===== config.mk =====
export PLATFORM = sky130hd
export DESIGN_NAME = uart_rx_fifo
export DESIGN_NICKNAME = d
export VERILOG_FILES = /design/src/rtl/uart_rx_fifo_pkg.sv /design/src/rtl/rx_fifo_mem.sv /design/src/rtl/uart_rx_fifo.sv
export SDC_FILE = /design/constraint.sdc
export NUM_CORES = 1
export LEC_CHECK = 0
export ABC_AREA = 1
export CORE_AREA = 3 3 85 87
export CTS_CLUSTER_SIZE = 24
export DETAILED_ROUTE_END_ITERATION = 6
export DIE_AREA = 0 0 88 90
export GPL_ROUTABILITY_DRIVEN = 0
export GPL_TIMING_DRIVEN = 0
export PLACE_DENSITY = 0.74
export RECOVER_POWER = 25
export SLEW_MARGIN = 30
export SYNTH_ARGS = -nofsm -noshare
export SYNTH_HDL_FRONTEND = slang
export SYNTH_SLANG_ARGS = --single-unit

===== constraint.sdc =====
create_clock -name CLK -period 5.5 [get_ports CLK]
set_clock_uncertainty 0.2 [all_clocks]
set_input_delay 1.375 -clock CLK [delete_from_list [all_inputs] [get_ports CLK]]
set_output_delay 1.375 -clock CLK [all_outputs]
set_load 0.03 [all_outputs]

===== src/rtl/uart_rx_fifo_pkg.sv =====
// Shared configuration macros and types for the UART receive FIFO.
// Optional overflow counter is enabled by defining UART_RX_FIFO_OVF_CNT_EN.
`ifndef WIDTH
`define WIDTH 8
`endif
`ifndef RX_FIFO_DEPTH
`define RX_FIFO_DEPTH 8
`endif

package uart_rx_fifo_pkg;

  localparam int OVF_CNT_W = 8;

  typedef enum logic [1:0] {
    OP_IDLE = 2'b00,
    OP_PUSH = 2'b01,
    OP_POP  = 2'b10,
    OP_BOTH = 2'b11
  } fifo_op_e;

  function automatic fifo_op_e fifo_op(input logic wr, input logic rd);
    return fifo_op_e'({rd, wr});
  endfunction

endpackage


===== src/rtl/rx_fifo_mem.sv =====
// Simple dual-port register array: synchronous write, asynchronous read at i_rd_addr.
// Contents are intentionally not reset.
module rx_fifo_mem
  import uart_rx_fifo_pkg::*;
#(
  parameter int DATA_WIDTH = 8,
  parameter int DEPTH      = 8,
  parameter int ADDR_W     = $clog2(DEPTH)
) (
  input  logic                  CLK,
  input  logic                  i_wr_en,
  input  logic [ADDR_W-1:0]     i_wr_addr,
  input  logic [DATA_WIDTH-1:0] i_wr_data,
  input  logic [ADDR_W-1:0]     i_rd_addr,
  output logic [DATA_WIDTH-1:0] o_rd_data
);

  logic [DATA_WIDTH-1:0] r_mem [DEPTH];

  genvar gi;
  generate
    for (gi = 0; gi < DEPTH; gi++) begin : g_entry
      logic w_sel;
      assign w_sel = i_wr_en && (i_wr_addr == ADDR_W'(gi));
      always_ff @(posedge CLK) begin
        if (w_sel) begin
          r_mem[gi] <= i_wr_data;
        end
      end
    end
  endgenerate

  assign o_rd_data = r_mem[i_rd_addr];

endmodule


===== src/rtl/uart_rx_fifo.sv =====
// Receive byte FIFO behind the UART Rx FSM: one push per Data_Valid rising edge,
// registered pop, sticky overflow. Define UART_RX_FIFO_OVF_CNT_EN to add OVF_CNT.
module uart_rx_fifo
  import uart_rx_fifo_pkg::*;
#(
  parameter int DATA_WIDTH = `WIDTH,
  parameter int DEPTH      = `RX_FIFO_DEPTH,
  parameter int ADDR_W     = $clog2(DEPTH)
) (
  input  logic                  CLK,
  input  logic                  RST,
  input  logic [DATA_WIDTH-1:0] P_DATA,
  input  logic                  Data_Valid,
  input  logic                  RD_EN,
  output logic [DATA_WIDTH-1:0] RD_DATA,
  output logic                  RD_VALID,
  output logic                  FULL,
  output logic                  EMPTY,
  output logic [ADDR_W:0]       COUNT,
  output logic                  OVF,
  input  logic                  OVF_CLR
`ifdef UART_RX_FIFO_OVF_CNT_EN
  ,
  output logic [OVF_CNT_W-1:0]  OVF_CNT
`endif
);

  localparam logic [ADDR_W:0]   CNT_ONE  = (ADDR_W+1)'(1);
  localparam logic [ADDR_W:0]   CNT_ZERO = '0;
  localparam logic [ADDR_W:0]   CNT_FULL = (ADDR_W+1)'(DEPTH);
  localparam logic [ADDR_W-1:0] PTR_ONE  = ADDR_W'(1);

  logic                  r_dv_q;
  logic [ADDR_W-1:0]     r_wr_ptr;
  logic [ADDR_W-1:0]     r_rd_ptr;
  logic [ADDR_W:0]       r_count;
  logic                  r_full;
  logic                  r_empty;
  logic                  r_ovf;
  logic                  r_rd_valid;
  logic [DATA_WIDTH-1:0] r_rd_data;

  logic                  w_push;
  logic                  w_pop;
  logic                  w_wr;
  logic                  w_drop;
  logic                  w_mem_we;
  logic [ADDR_W:0]       w_count_next;
  logic [DATA_WIDTH-1:0] w_mem_rd;

  assign w_push   = Data_Valid & ~r_dv_q;
  assign w_pop    = RD_EN & ~r_empty;
  // A pop in the same cycle frees the slot, so a push on a full buffer still lands.
  assign w_wr     = w_push & (~r_full | w_pop);
  assign w_drop   = w_push & r_full & ~w_pop;
  assign w_mem_we = w_wr & RST;

  always_comb begin
    w_count_next = r_count;
    case (fifo_op(w_wr, w_pop))
      OP_PUSH: w_count_next = r_count + CNT_ONE;
      OP_POP:  w_count_next = r_count - CNT_ONE;
      default: w_count_next = r_count;
    endcase
  end

  rx_fifo_mem #(
    .DATA_WIDTH (DATA_WIDTH),
    .DEPTH      (DEPTH),
    .ADDR_W     (ADDR_W)
  ) u_mem (
    .CLK       (CLK),
    .i_wr_en   (w_mem_we),
    .i_wr_addr (r_wr_ptr),
    .i_wr_data (P_DATA),
    .i_rd_addr (r_rd_ptr),
    .o_rd_data (w_mem_rd)
  );

  always_ff @(posedge CLK) begin
    if (!RST) begin
      r_dv_q     <= 1'b0;
      r_wr_ptr   <= '0;
      r_rd_ptr   <= '0;
      r_count    <= '0;
      r_full     <= 1'b0;
      r_empty    <= 1'b1;
      r_ovf      <= 1'b0;
      r_rd_valid <= 1'b0;
      r_rd_data  <= '0;
    end else begin
      r_dv_q     <= Data_Valid;
      r_rd_valid <= w_pop;
      if (w_wr) begin
        r_wr_ptr <= r_wr_ptr + PTR_ONE;
      end
      if (w_pop) begin
        r_rd_ptr  <= r_rd_ptr + PTR_ONE;
        r_rd_data <= w_mem_rd;
      end
      r_count <= w_count_next;
      r_full  <= (w_count_next == CNT_FULL);
      r_empty <= (w_count_next == CNT_ZERO);
      // A fresh overflow beats a simultaneous clear.
      if (w_drop) begin
        r_ovf <= 1'b1;
      end else if (OVF_CLR) begin
        r_ovf <= 1'b0;
      end
    end
  end

`ifdef UART_RX_FIFO_OVF_CNT_EN
  logic [OVF_CNT_W-1:0] r_ovf_cnt;

  always_ff @(posedge CLK) begin
    if (!RST) begin
      r_ovf_cnt <= '0;
    end else if (OVF_CLR) begin
      r_ovf_cnt <= w_drop ? OVF_CNT_W'(1) : '0;
    end else if (w_drop && !(&r_ovf_cnt)) begin
      r_ovf_cnt <= r_ovf_cnt + OVF_CNT_W'(1);
    end
  end

  assign OVF_CNT = r_ovf_cnt;
`endif

  assign RD_DATA  = r_rd_data;
  assign RD_VALID = r_rd_valid;
  assign FULL     = r_full;
  assign EMPTY    = r_empty;
  assign COUNT    = r_count;
  assign OVF      = r_ovf;

endmodule


* Yosys cells after proc, flatten, opt, wreduce, memory -nomap -nowiden *
Memory sizes are Yosys's and may differ from the RTL's. A register that Yosys moved wholly into a read port is not among the register bits.
Cells that the tools add are included.

storage, ports and cells
  register bits = 15
  RAM bits = 64
  memories = 1
  output and inout port bits = 16
  input port bits = 13
  memory bits (read-only) = 0
  word-level logic and storage cells = 93
  latch bits = 0

memory list
  memory       depth  width  rd ports  clocked after memory_dff  write ports  RTL line           text
  u_mem.r_mem  8      8      1         1                         1            rx_fifo_mem.sv:18  logic [DATA_WIDTH-1:0] r_mem [DEPTH];

operators by class
  magnitude comparators = 0
  shift operators = 0
  reductions and logical operators = 19
  equal/unequal tests = 10
  div/mod/pow operators = 0
  mux-type cells = 40
  add/subtract/negate cells = 4
  multipliers = 0
  bitwise gates (word level) = 11

operators with widths
  kind                                               number
  two-way mux 8 bit                                  7
  OR reduction 8 bit                                 7
  two-way mux 1 bit                                  25
  two-way mux 3 bit                                  7
  == test 3 bit (second input constant)              4
  logical AND 1 bit                                  8
  case mux 4 bit (2 select lines)                    1
  adder 3 x 1 -> 3 bit (second input constant)       2
  AND 1 bit                                          6
  == test 3 x 2 -> 1 bit (second input constant)     2
  adder 4 x 1 -> 4 bit (second input constant)       1
  == test 4 bit (second input constant)              1
  logical NOT 4 bit                                  1
  inverter 1 bit                                     4
  subtractor 4 x 1 -> 4 bit (second input constant)  1
  == test 3 x 1 -> 1 bit (second input constant)     1
  logical NOT 3 bit                                  1
  == test 2 x 1 -> 1 bit (second input constant)     1
  == test 2 bit (second input constant)              1
  nonzero test 2 bit                                 1
  logical NOT 1 bit                                  1
  OR 1 bit                                           1

* Depth between registers and ports, before layout *
  depth in word-level cells = 16
  depth in mapped cells = 17
  gate-level depth less buffers = 17

* Modules after synthesis *
A second synthesis with hierarchy kept.

second synthesis, totals
  cell total of the unflattened synthesis = 431
  area total of the unflattened synthesis = 3928.8 µm²

modules (own cells, without submodules)
  module        cells each  times used  area each (µm²)  seq. area each (µm²)
  rx_fifo_mem   295         1           2890.3           1921.8
  uart_rx_fifo  136         1           1038.5           460.4

* Least setup slack after synthesis *
Ideal clock, no wire load.

  path type = input -> register
  from = in RD_EN
  to = reg r_empty (netlist: EMPTY)
  library setup time = 109 ps
  cell stages on the path = 16
  data required time = 5191 ps
  data arrival time = 2876 ps
  path buffers = 0
  slack = 2315 ps
  cell sequence = inv_1 -> nor2_2 -> inv_2 -> nand2_1 -> nand2_2 -> ha_1 -> nor2_1 -> nor2_1 -> ha_1 -> inv_1 -> o21ai_0 -> nor2_1 -> nand3_1 -> nand2_1 -> nand2_1 -> inv_1

on the way
  cells in the longest elaborated chain, start to end = 6
  elaborated cells between the ends (all ways) = 7
  those cells by class = eq/ne: 2; mux: 1; bitwise: 3; reduce/logical: 1

ends and longest elaborated chain
  what                                                            RTL line             text
  start: declaration                                              uart_rx_fifo.sv:14   input logic RD_EN,
  AND 1 bit *                                                     uart_rx_fifo.sv:52   assign w_pop = RD_EN & ~r_empty;
  OR 1 bit                                                        uart_rx_fifo.sv:54   assign w_wr = w_push & (~r_full | w_pop);
  AND 1 bit                                                       uart_rx_fifo.sv:54
  == test 2 bit / == test 2 x 1 -> 1 bit (equally long branches)  uart_rx_fifo.sv:60   case (fifo_op(w_wr, w_pop))
  case mux 4 bit (2 select lines) *                               uart_rx_fifo.sv:60
  logical NOT 4 bit *                                             uart_rx_fifo.sv:103  r_empty <= (w_count_next == CNT_ZERO);
  end signal: assignment                                          uart_rx_fifo.sv:103
  end: declaration                                                uart_rx_fifo.sv:38   logic r_empty;

Mark *: on every way between the ends. The rest lies on a longest branch, timed or not.
A chain may end at the register's enable or synchronous reset.

* Final worst setup path *
  from = in RD_EN
  to = mem u_mem.r_mem[0][6] (enable)

on the way
  elaborated cells between the ends (all ways) = 49
  those cells by class = mux: 30; bitwise: 4; reduce/logical: 15

RTL lines
  what                                       RTL line            text
  AND 1 bit                                  uart_rx_fifo.sv:52
  OR 1 bit                                   uart_rx_fifo.sv:54
  AND 1 bit                                  uart_rx_fifo.sv:54
  AND 1 bit                                  uart_rx_fifo.sv:56  assign w_mem_we = w_wr & RST;
  logical AND 1 bit                          rx_fifo_mem.sv:24   assign w_sel = i_wr_en && (i_wr_addr == ADDR_W'(gi));
  net u_mem.g_entry[0].w_sel                 rx_fifo_mem.sv:23   logic w_sel;
  two-way mux 1 bit                          rx_fifo_mem.sv:26   if (w_sel) begin
  two-way mux 1 bit (implied by the code)    rx_fifo_mem.sv:27   r_mem[gi] <= i_wr_data;
  two-way mux 1 bit (no line) (7 in series)  -
  end: declaration                           rx_fifo_mem.sv:18

The timed path passes the listed nets, and every way through them passes these cells.

==> out/metrics.cfg <==
[place]
portBuffers=27
dp.cells=428
hpwl_um=5050
placed_cell_area_mm2=0.00397

[final_layout]
area_growth_pct=16.5
final_cell_mix=64 x edfxtp_1, 62 x nor2_1, 43 x o21ai_0, 24 x nand2_1
final_cells=444
drive_above_1_share_pct=11.2
final_nets=385
diodes=0
layout_commonest_cell=edfxtp_1
final_cell_area_mm2=0.00415

[flow_run]
maxCapViolCount=0

[sta]
period_needed_ns=3.49
rsz0062_at_grt=no
max_clock_freq_mhz=287
hold_viol_final=0
period_share_pct=63.4
setup_violations=0
slew_violations=0
maxSlewHeadroom_pct=36.3
fin_setup_tns_ns=0
whs_ns=0.271
tightest_slew_ns=0.950

[detailed_routing]
antenna_left=0
drt_iter0_drc=208
wire_per_inst_um=17.0
drc=0
drt-pass1-iter-count=5
vias=2487
wl_um=7530
viasPerCell=5.60

[power_and_ir_drop]
p_total_mw=1.70
p_leak_nw=1.53
ir_drop_uv=251
power.density_mw_per_mm2=410

[synth]
avgSynthCellArea_um2=11.0
yosysWarnings=0
seq_area_frac_synth_pct=66.9
syn_area_mm2=0.00356
synth_fp_nets=346
synth.distinct_cells=23
syn_inst=323
synth_seq_cells=87

[worst_setup_path]
ff2ff_setup_slack_ns=3.18
critPathArrivalTime_ns=3.25
path_max_fanout=8
cp-start-kind=input port
crit_required_ns=5.26
crit_type=input port to flop
cp-end-kind=flop

[grt]
grt_use_met2_pct=32.7
overflow=0
busiest_layer=met2
antenna_found_initial=0
grt_use_total_pct=20.2
grt_pass1_vias=2408
grt_max_degree=15
grt_pass1_wl_um=12000
grt_use_met3_pct=3.84
use_met1_pct=25.9

[clock_tree]
clk_latency_ns=0.34
postCtsResizedCells=0
postCtsHoldBufs=0
cts_tree=yes
post-cts-setup-buffer-count=0
clock-root-buffer=clkbuf_8
cts_made_buffers=9
clkSinkCount=87
h-tree-depth=3
clock_path_buffers=2
clk_pin_slew_ns=0.09

[die]
die_h_um=90
initial_core_util_pct=55.5
core_mm2=0.00642
rows=29
dieArea_mm2=0.00792
die_width_um=88
io-pin-count=29

[worst_hold_path]
hp-class=flop to flop

[status]
status=complete, no violations

[worst paths after layout]
| path | startpoint | to | depth (start not counted) |
|---|---|---|---|
| min reg2reg | OVF | OVF | 2 |
| max | RD_EN | u_mem.r_mem[0][6] | 9 |
| min | OVF | OVF | 2 |
| max reg2reg | EMPTY | u_mem.r_mem[0][6] | 7 |
[synthesized netlist by cell type]
| cell | instances | area share (%) |
|---|---|---|
| nor2_2 | 1 | 0.18 |
| buf_6 | 2 | 0.63 |
| buf_2 | 6 | 0.84 |
| xnor2_1 | 2 | 0.49 |
| nand2b_1 | 1 | 0.18 |
| o21ai_0 | 43 | 6.0 |
| nand2_1 | 24 | 2.5 |
| nand3_1 | 8 | 1.1 |
| nand2_2 | 2 | 0.35 |
| clkbuf_2 | 3 | 0.42 |
| nor3_1 | 6 | 0.84 |
| a21oi_1 | 16 | 2.2 |
| inv_1 | 23 | 2.4 |
| ha_1 | 10 | 3.5 |
| o211ai_1 | 16 | 3.4 |
| clkinv_1 | 1 | 0.11 |
| nor2_1 | 62 | 6.5 |
| dfxtp_1 | 23 | 13 |
| clkbuf_1 | 2 | 0.21 |
| edfxtp_1 | 64 | 54 |
| inv_2 | 3 | 0.32 |
| o21ai_1 | 4 | 0.56 |
| buf_4 | 1 | 0.21 |
[report_power, final]
group | leakage [nW] | internal [mW] | switching, mW
Sequential | 0.767 | 0.759 | 0.0403
Combinational | 0.661 | 0.181 | 0.314
Clock | 0.101 | 0.192 | 0.216
[metrics by stage]
| stage | setup slack [ns] | util, % |
|---|---|---|
| after floorplan | 2.32 | - |
| final | 2.01 | 64.6 |
| after global routing | 1.72 | 64.6 |
| after detailed placement | 1.66 | 61.8 |
| after CTS | 2.03 | 64.6 |
| after global placement | 1.28 | 61.2 |
[cells by family (layout without fill, tap and decap cells)]
logic type               count (synthesis)  after routing  synth area share (%)
AND/OR/NAND/NOR                        104            104                  11.7
buffers and inverters                   41             85                  5.16
flip-flops                              87             87                  66.9
adder cells (fa/ha/maj)                 10             10                  3.51
AO/OA/AOI/OAI                           79             79                  12.2
XOR/XNOR                                 2              2                 0.492
[registers in the layout (all words and copies together), names as in the netlist]
| name | count |
|---|---|
| EMPTY | 1 |
| r_dv_q | 1 |
| RD_DATA | 8 |
| u_mem.r_mem | 64 |
| r_rd_ptr | 3 |
| OVF | 1 |
| RD_VALID | 1 |
| r_wr_ptr | 3 |
| COUNT | 4 |
| FULL | 1 |
[routing by layer]
metal	vias up	part of all wire (%)
li1	1198	-
met1	1188	42
met2	81	50
met3	20	5.6
met4	0	3.1
met5	-	0
[layout make-up]
class	instances	area, um2
buffer	14	82.6
clock buffer	11	154
clock inverter	5	30.0
fill	504	2270
inverter	27	101
multi-input combinational	195	1030
sequential	87	2380
tap	77	96.3
timing repair buffer	28	278
[critical path, stage by stage]
cell and delay (ns):
clkdlybuf4s50_1 0.45, inv_1 0.04, nor2_2 0.11, inv_2 0.08, nand2_1 0.07, nand2_2 0.11, inv_2 0.11, nand2_2 0.14
nor3_2 0.75
(Power assumes the default switching activity.)
